File: config.mk
export PLATFORM = sky130hd
export DESIGN_NAME = id_hazard_ctrl
export DESIGN_NICKNAME = d
export VERILOG_FILES = /design/src/rtl/id_hazard_ctrl.sv
export SDC_FILE = /design/constraint.sdc
export NUM_CORES = 1
export LEC_CHECK = 0
export ABC_AREA = 1
export ABC_CLOCK_PERIOD_IN_PS = 2100
export CAP_MARGIN = 20
export CORE_ASPECT_RATIO = 1.25
export CORE_MARGIN = 3
export CORE_UTILIZATION = 35
export CTS_BUF_LIST = sky130_fd_sc_hd__clkbuf_2
export DETAILED_ROUTE_END_ITERATION = 8
export DONT_BUFFER_PORTS = 1
export GPL_TIMING_DRIVEN = 0
export HOLD_SLACK_MARGIN = 0.1
export REMOVE_ABC_BUFFERS = 1
export SLEW_MARGIN = 20
export SYNTH_ARGS = -nofsm -noshare
export SYNTH_HDL_FRONTEND = slang
export SYNTH_SLANG_ARGS = --single-unit
File: constraint.sdc
create_clock -name clk -period 2.1 [get_ports clk]
set_input_delay 0.21 -clock clk [delete_from_list [all_inputs] [get_ports clk]]
set_output_delay 0.21 -clock clk [all_outputs]
set_load 0.005 [all_outputs]
File: src/rtl/id_hazard_ctrl.sv
// Hazard and stage-tracking control for the five-stage pipeline.
// Ports: ID fields in, per-stage rd/finish flags and stall/flush/freeze controls out.
module id_hazard_ctrl #(
  parameter int MEM_TIMEOUT = 64,
  parameter int CNT_W       = 32
) (
  input  logic             clk,
  input  logic             rst,
  input  logic             id_valid,
  input  logic [4:0]       IF_ID_rs1,
  input  logic [4:0]       IF_ID_rs2,
  input  logic             id_use_rs1,
  input  logic             id_use_rs2,
  input  logic [4:0]       id_rd,
  input  logic [1:0]       id_wb_sel,
  input  logic             id_store,
  input  logic             id_branch_taken,
  input  logic             mem_ack,
  output logic [4:0]       ID_EX_rd,
  output logic [4:0]       EX_MEM_rd,
  output logic [4:0]       MEM_WB_rd,
  output logic             ex_ex_finish,
  output logic             mem_ex_finish,
  output logic             mem_mem_finish,
  output logic             mem_req,
  output logic             pc_stall,
  output logic             if_id_stall,
  output logic             if_id_flush,
  output logic             id_ex_bubble,
  output logic             pipe_freeze,
  output logic             mem_err,
  output logic [CNT_W-1:0] stall_cnt
);

  localparam int WC_W =
    (MEM_TIMEOUT > 1) ? $clog2(MEM_TIMEOUT) : 1;
  localparam logic [WC_W-1:0] WC_LIM =
    WC_W'(MEM_TIMEOUT - 1);

  typedef struct packed {
    logic       v;
    logic [4:0] rd;
    logic [1:0] wb;
    logic       st;
  } trk_t;

  typedef enum logic [1:0] {
    M_IDLE,
    M_WAIT,
    M_ERR
  } mstate_e;

  trk_t ex_q, ex_d;
  trk_t mem_q, mem_d;
  trk_t wb_q, wb_d;
  trk_t id_t;

  mstate_e         st_q, st_d;
  logic [WC_W-1:0] wait_q, wait_d;
  logic [CNT_W-1:0] cnt_q;

  logic ack;
  logic mem_hold;
  logic rs1_ld, rs2_ld;
  logic ld_use;

  function automatic logic is_mop(trk_t t);
    return t.v && ((t.wb == 2'b10) || t.st);
  endfunction

  function automatic logic [4:0] rd_of(trk_t t);
    return (t.v && t.wb != 2'b00 && !t.st)
      ? t.rd : 5'd0;
  endfunction

  function automatic logic alu_fin(trk_t t);
    return t.v && !t.st &&
      (t.wb == 2'b01 || t.wb == 2'b11);
  endfunction

  function automatic logic ld_hit(
    logic [4:0] rs, trk_t t);
    return t.v && !t.st &&
      t.wb == 2'b10 && rs == t.rd;
  endfunction

  always_comb begin
    id_t    = '0;
    id_t.v  = id_valid;
    id_t.rd = id_rd;
    id_t.wb = id_wb_sel;
    id_t.st = id_store;
  end

  // An ack only counts while a request is
  // actually outstanding.
  assign mem_req  = is_mop(mem_q) && st_q != M_ERR;
  assign ack      = mem_ack && mem_req;
  assign mem_hold = (is_mop(mem_q) && !ack) ||
                    st_q == M_ERR;

  assign rs1_ld = id_use_rs1 &&
    IF_ID_rs1 != 5'd0 &&
    (ld_hit(IF_ID_rs1, ex_q) ||
     (ld_hit(IF_ID_rs1, mem_q) && !ack));
  assign rs2_ld = id_use_rs2 &&
    IF_ID_rs2 != 5'd0 &&
    (ld_hit(IF_ID_rs2, ex_q) ||
     (ld_hit(IF_ID_rs2, mem_q) && !ack));
  assign ld_use = id_valid && (rs1_ld || rs2_ld);

  assign pipe_freeze  = mem_hold;
  assign pc_stall     = mem_hold || ld_use;
  assign if_id_stall  = mem_hold || ld_use;
  assign id_ex_bubble = !mem_hold && ld_use;
  assign if_id_flush  = !mem_hold && !ld_use &&
                        id_valid && id_branch_taken;

  assign ID_EX_rd       = rd_of(ex_q);
  assign EX_MEM_rd      = rd_of(mem_q);
  assign MEM_WB_rd      = rd_of(wb_q);
  assign ex_ex_finish   = alu_fin(ex_q);
  assign mem_ex_finish  = alu_fin(mem_q);
  assign mem_mem_finish = mem_q.v && !mem_q.st &&
                          mem_q.wb == 2'b10 && ack;

  assign mem_err   = st_q == M_ERR;
  assign stall_cnt = cnt_q;

  always_comb begin
    ex_d  = ex_q;
    mem_d = mem_q;
    wb_d  = wb_q;
    if (mem_hold) begin
      wb_d.v = 1'b0;
    end else if (ld_use) begin
      ex_d.v = 1'b0;
      mem_d  = ex_q;
      wb_d   = mem_q;
    end else begin
      ex_d  = id_t;
      mem_d = ex_q;
      wb_d  = mem_q;
    end
  end

  always_comb begin
    st_d   = st_q;
    wait_d = wait_q;
    case (st_q)
      M_IDLE: begin
        wait_d = '0;
        if (mem_req && !mem_ack)
          st_d = M_WAIT;
      end
      M_WAIT: begin
        if (mem_ack) begin
          st_d   = M_IDLE;
          wait_d = '0;
        end else if (wait_q == WC_LIM) begin
          st_d = M_ERR;
        end else begin
          wait_d = wait_q + 1'b1;
        end
      end
      M_ERR: begin
        st_d = M_ERR;
      end
      default: begin
        st_d   = M_IDLE;
        wait_d = '0;
      end
    endcase
  end

  always_ff @(posedge clk) begin
    if (rst) begin
      st_q   <= M_IDLE;
      wait_q <= '0;
    end else begin
      st_q   <= st_d;
      wait_q <= wait_d;
    end
  end

  always_ff @(posedge clk) begin
    if (rst) begin
      ex_q  <= '0;
      mem_q <= '0;
      wb_q  <= '0;
      cnt_q <= '0;
    end else begin
      ex_q  <= ex_d;
      mem_q <= mem_d;
      wb_q  <= wb_d;
      if (pc_stall && !(&cnt_q))
        cnt_q <= cnt_q + 1'b1;
    end
  end

endmodule

[Yosys cells after proc, flatten, opt, wreduce, memory -nomap -nowiden]
Cells that the tools add are included.
Operators by class
  shifts and indexed selects: 0
  $mul: 0
  add/subtract/negate cells: 2
  reduce and logical (&&, ||, !) cells: 61
  eq/ne operators: 17
  divide/modulo/power cells: 0
  $lt $le $gt $ge: 0
  bitwise gates (word level): 3
  multiplexer cells: 11
Operator list (number)
  1-bit logical AND: 34
  32-bit by 1-bit adder with 32-bit output, second input constant: 1
  32-bit AND reduction: 1
  5-bit equality test: 4
  5-bit 2-to-1 mux: 3
  6-bit 2-to-1 mux: 2
  6-bit case mux with 2 select lines: 1
  2-bit equality test, second input constant: 5
  5-bit nonzero test: 2
  1-bit zero test: 8
  1-bit logical OR: 8
  6-bit by 1-bit adder with 6-bit output, second input constant: 1
  2-bit by 1-bit equality test with 1-bit output, second input constant: 3
  6-bit equality test, second input constant: 1
  2-bit 2-to-1 mux: 3
  3-bit inequality test, second input constant: 2
  2-bit case mux with 3 select lines: 1
  2-bit AND reduction: 3
  2-bit nonzero test: 3
  2-bit inequality test, second input constant: 2
  1-bit NOT: 3
  2-bit zero test: 1
  2-bit OR reduction: 1
  1-bit 2-to-1 mux: 1
Storage, ports and cells
  output and inout bits: 57
  RAM bits: 0
  latch bits: 0
  memories kept: 0
  logic and storage cells: 109
  register bits after elaboration: 67
  input port bits: 25
  memory bits (read-only): 0

[Logic depth before layout (Yosys ltp)]
  depth after elaboration: 15
  depth in mapped cells: 17
  mapped depth without buffers: 16

[Worst setup path after synthesis]
OpenSTA, ideal clock, no wires.
  kind: register to register
  from: register cnt_q[0] (netlist: stall_cnt[0])
  to: register cnt_q[30] (netlist: stall_cnt[30])
  arrival: 1.598 ns
  required time: 1.985 ns
  setup time: 0.115 ns
  path slack: 0.387 ns
  stages on the path, launching flop included: 15
  buffers on the path: 0
  period minus slack after synthesis: 1.713 ns
  cell sequence: dfxtp_1 > ha_1 > nand2_1 > nor2_2 > nand2_2 > nor2_4 > nand2_2 > nor2_2 > nand2_2 > inv_4 > nand2_4 > nor2_4 > nand3_1 > nand2_1 > nor2_1
On the way
  word-level cells in the longest chain between the ends: 3
  elaborated cells on any way between the ends: 4
  those cells by class: add/sub: 1; reduce/logical: 3
RTL lines
  start, declared: RTL line 60  | logic [CNT_W-1:0] cnt_q;
  start signal, assigned: RTL line 197  | cnt_q <= cnt_q + 1'b1;
  branches (longest 3 deep; another with 32-bit by 1-bit adder with 32-bit output)
Parallel ways; which one is timed is not known.
A chain may end at the register's enable or synchronous reset.

[Worst setup path in the final report]
  from: register mem_q[2] in the netlist's numbering
  to: output if_id_flush
On the way
  word-level cells in the longest chain between the ends: 15
  elaborated cells on any way between the ends: 24
  those cells by class: eq/ne: 1; reduce/logical: 23
RTL lines
  start, declared: RTL line 54  | trk_t mem_q, mem_d;
  start signal, assigned: RTL line 194  | mem_q <= mem_d;
  2-bit equality test (*): RTL line 68  | return t.v && ((t.wb == 2'b10) || t.st);
  1-bit logical OR (*): RTL line 68
  1-bit logical AND (*): RTL line 68
  1-bit logical AND (*): RTL line 97  | assign mem_req = is_mop(mem_q) && st_q != M_ERR;
  net mem_req: RTL line 25  | output logic mem_req,
  1-bit logical AND (*): RTL line 98  | assign ack = mem_ack && mem_req;
  1-bit zero test (*): RTL line 99, 105, 109
  1-bit logical AND (on tied branches): RTL line 105, 109
  1-bit logical OR (on tied branches): RTL line 104, 108
  1-bit logical AND (on tied branches): RTL line 103, 107
  1-bit logical OR: RTL line 110  | assign ld_use = id_valid && (rs1_ld || rs2_ld);
  1-bit logical AND: RTL line 110
  1-bit zero test: RTL line 116  | assign if_id_flush = !mem_hold && !ld_use &&
  1-bit logical AND (*) (2 in series): RTL line 116
  1-bit logical AND (*): RTL line 117  | id_valid && id_branch_taken;
  end, declared: RTL line 28  | output logic if_id_flush,
Mark *: on every way through the listed nets, which the timed path passes. The rest lies on a longest branch.

==> flow_metrics.env <==
export IMPL_status="complete, but fails checks"
export IMPL_violations="hold timing, setup timing"
export IMPL_dp_hpwl_mm=6.68
export IMPL_yosys_warnings=0
export IMPL_die_area_um2=11900
export IMPL_setup_tns_final_ns=-0.00191
export IMPL_synthDistinctLibCells=36
export IMPL_slowest_delay_ns=0.38
export IMPL_clk_insertion_delay_late_ns=0.49
export IMPL_synth_cell_area_um2=3730
export IMPL_antenna_found_initial=0
export IMPL_synth_edff_count=0
export IMPL_grt_pass1_wl_mm=16.3
export IMPL_area_growth_pct=15.6
export IMPL_cp_cell_sequence="nand2_2, nand2_2, nand2_2, nor2_4, nand2_2, nand2_2, inv_2, nand2_2, nand2_2, nand2_4, nand2_8, inv_8, nand2_4, nor2_4"
export IMPL_cts_sinks=67
export IMPL_first_global_vias=3438
export IMPL_worstPathArrival_ns=1.89
export IMPL_r2r_start="mem_q[2]"
export IMPL_die_h_um=121
export IMPL_crit_path_frequent_cell="nand2_2"
export IMPL_fin_area_um2=4310
export IMPL_route_vias_total=3557
export IMPL_skew_ns=0.0318
export IMPL_p_leak_nw=1.85
export IMPL_slew_headroom_pct=56.2
export IMPL_start_util_pct=36.4
export IMPL_netlist_area_leader_share_pct=35.9
export IMPL_holdWs_ns=-0.118
export IMPL_syn_inst=571
export IMPL_cp_end_kind="output port"
export IMPL_yosys_top_cells_count="nor2_1 (115), nand2_1 (106), dfxtp_1 (67), inv_1 (65), a21oi_1 (47)"
export IMPL_ir_drop_mv=0.214
export IMPL_io_buffers=0
export IMPL_drv_slew=0
export IMPL_clkTransAtPathRegs_ns=0.20
export IMPL_period_share_pct=100
export IMPL_n_fill_cell=1095
export IMPL_period_needed_ns=2.10
export IMPL_setup_viol=1
export IMPL_start_kind="register"
export IMPL_gp_congestion=0.822
export IMPL_diodes=0
export IMPL_p_per_area_nw_per_um2=497
export IMPL_finalHoldViolCount=1
export IMPL_worst_hold_path_endpoint="ex_q[8]"
export IMPL_fp_dieW_um=98.4
export IMPL_root_buffer="clkbuf_2"
export IMPL_final_setup_worst_slack_ns=-0.00191
export IMPL_ys_ff_latch=67
export IMPL_grt_max_degree=37
export IMPL_layout_nets=622
export IMPL_wirelength_mm=9.99
export IMPL_crit_path_top_delay_cell="dfxtp_2"
export IMPL_coreArea_um2=10300
export IMPL_crit_fanout=5
export IMPL_path_delay_family="simple AND/OR/NAND/NOR gates"
export IMPL_yosysSeqAreaShare_pct=35.9
export IMPL_cap_violations=0
export IMPL_place_area_um2=3810
export IMPL_hold_start="id_valid"
export IMPL_wl_per_cell_um=13.7
export IMPL_drt_iter0_markers=77
export IMPL_finish_utilization_pct=42.0
export IMPL_fmax_mhz=476
export IMPL_worst_pin_slew_ns=0.650
export IMPL_drive_above_1_share_pct=16.7
export IMPL_critical_path_class="reg -> out"
export IMPL_pre_cts_slack_ns=-0.873
export IMPL_hold_path_depth=2
export IMPL_cts_tree="built"
export IMPL_boundaryPins=82
export IMPL_rsz0062_at_grt="true"
export IMPL_crit_buf_inv=2
export IMPL_htree_levels=3
export IMPL_power_total_w=0.00214
export IMPL_async_flop_share_pct=0
export IMPL_cts_made_buffers=9
export IMPL_yosys_top_cells_area="dfxtp_1 (36%), nor2_1 (12%), nand2_1 (11%), inv_1 (6.5%), a21oi_1 (6.3%)"
export IMPL_grtUsageTotal_pct=17.1
export IMPL_hold_path_class="in -> reg"
export IMPL_reg2reg_depth=14
export IMPL_synth_most_common_cell="nor2_1"
export IMPL_r2r_end="ex_q[0]"
export IMPL_rows=41
export IMPL_reg2reg_slack_ns=0.05
export IMPL_ys_flop_type="dfxtp_1"
export IMPL_required_ns=1.89
export IMPL_via_per_inst=4.89
export IMPL_final_antenna_net_count=0
export IMPL_yosys_area_top_type="dfxtp_1"
export IMPL_cts_buffer_depth=2
export IMPL_drtPass1Iterations=4
export IMPL_cts_hold_buf=13
export IMPL_postSynthAreaPerCell_um2=6.54
export IMPL_grt_overflow=0
export IMPL_drc=0
## worst register-to-register path, delay by kind of cell (launching register included)
family	cells	cell delay, ns
compound gates	1	0.15
buf+inv	2	0.60
flops	1	0.38
simple gates	11	0.82
## kinds of logic after synthesis
kind of cell,synth area share (%)
AOI/OAI and AO/OA,11.4
xor gates and xnor gates,3.99
adders and majority gates,0.670
buffers and inverters,10.1
DFF,35.9
and+or+nand+nor,37.9
## stage by stage
step / std cells / hold slack, ns
after global placement: 682 / 0.281
after global routing: 728 / -0.182
final: 728 / -0.118
after CTS: 725 / 0.346
after floorplan: 553 / 0.279
after detailed placement: 683 / 0.282
## placed cells by master, fill, tap and decap left out, types with 3 or more instances in the layout
cell,n
a21oi_1,47
buf_4,12
clkbuf_2,11
clkinv_2,3
dfxtp_1,53
dfxtp_2,12
dlygate4sd3_1,12
inv_1,59
inv_2,8
nand2_1,98
nand2_2,12
nand2_4,9
nand3_1,43
nand3_2,4
nand3b_1,3
nand4_1,6
nor2_1,111
nor2_2,6
nor2_4,7
nor3_1,9
nor3_2,3
o211ai_1,3
o21ai_0,28
xnor2_1,5
xor2_1,11
## final cells by class
cell class	count	area, µm²	area share, %
flip-flops and latches	67	1360	31.6
clock buffers	11	55.1	1.28
inverters	71	282	6.53
multi-input cells	419	2160	50.2
repair buffers	27	269	6.24
clock inverters	4	18.8	0.435
well taps	129	161	3.74
## power by group
group | switching (W) | internal, W
Sequential | 0.0000302 | 0.00130
Clock | 0.000453 | 0.000150
Combinational | 0.000115 | 0.0000905
## flip-flops by register name, indices dropped and copies added (netlist names)
| name | flops |
|---|---|
| wait_q | 6 |
| ex_q | 9 |
| mem_q | 9 |
| st_q | 2 |
| wb_q | 9 |
| stall_cnt | 32 |
## what timing repair did
| item | 4_1_cts | 5_1_grt |
|---|---|---|
| setup buffers | 10 | 4 |
| resized for setup | 32 | 19 |
| pin swaps | 6 | 13 |
| gates cloned | 4 | 0 |
| endpoints found under the hold margin | 41 | 1 |
| endpoints found under the setup margin | 47 | 32 |
## worst max-delay path by stage
stage	startpoint	to	slack, ns	cells after the start
final	mem_q[2]	if_id_flush	-0.002	14
after global routing	mem_q[1]	if_id_flush	-0.18	15
after CTS	mem_q[1]	if_id_flush	-0.1	15
after detailed placement	mem_q[2]	if_id_flush	-0.87	9
after global placement	mem_q[2]	if_id_flush	-0.83	9
after floorplan	st_q[1]	if_id_flush	-0.19	9
## per-layer routing
metal | up-vias | share of wire, % | routed length, µm | GRT usage [%]
met3 | 9 | 5.8 | 576 | 4.43
met2 | 73 | 51 | 5050 | 30.3
li1 | 1867 | - | - | -
met1 | 1608 | 42 | 4240 | 19.1
met5 | - | 0 | 0 | 0
met4 | 0 | 1.3 | 132 | 7.34
Power figures use the tool's default switching activity.
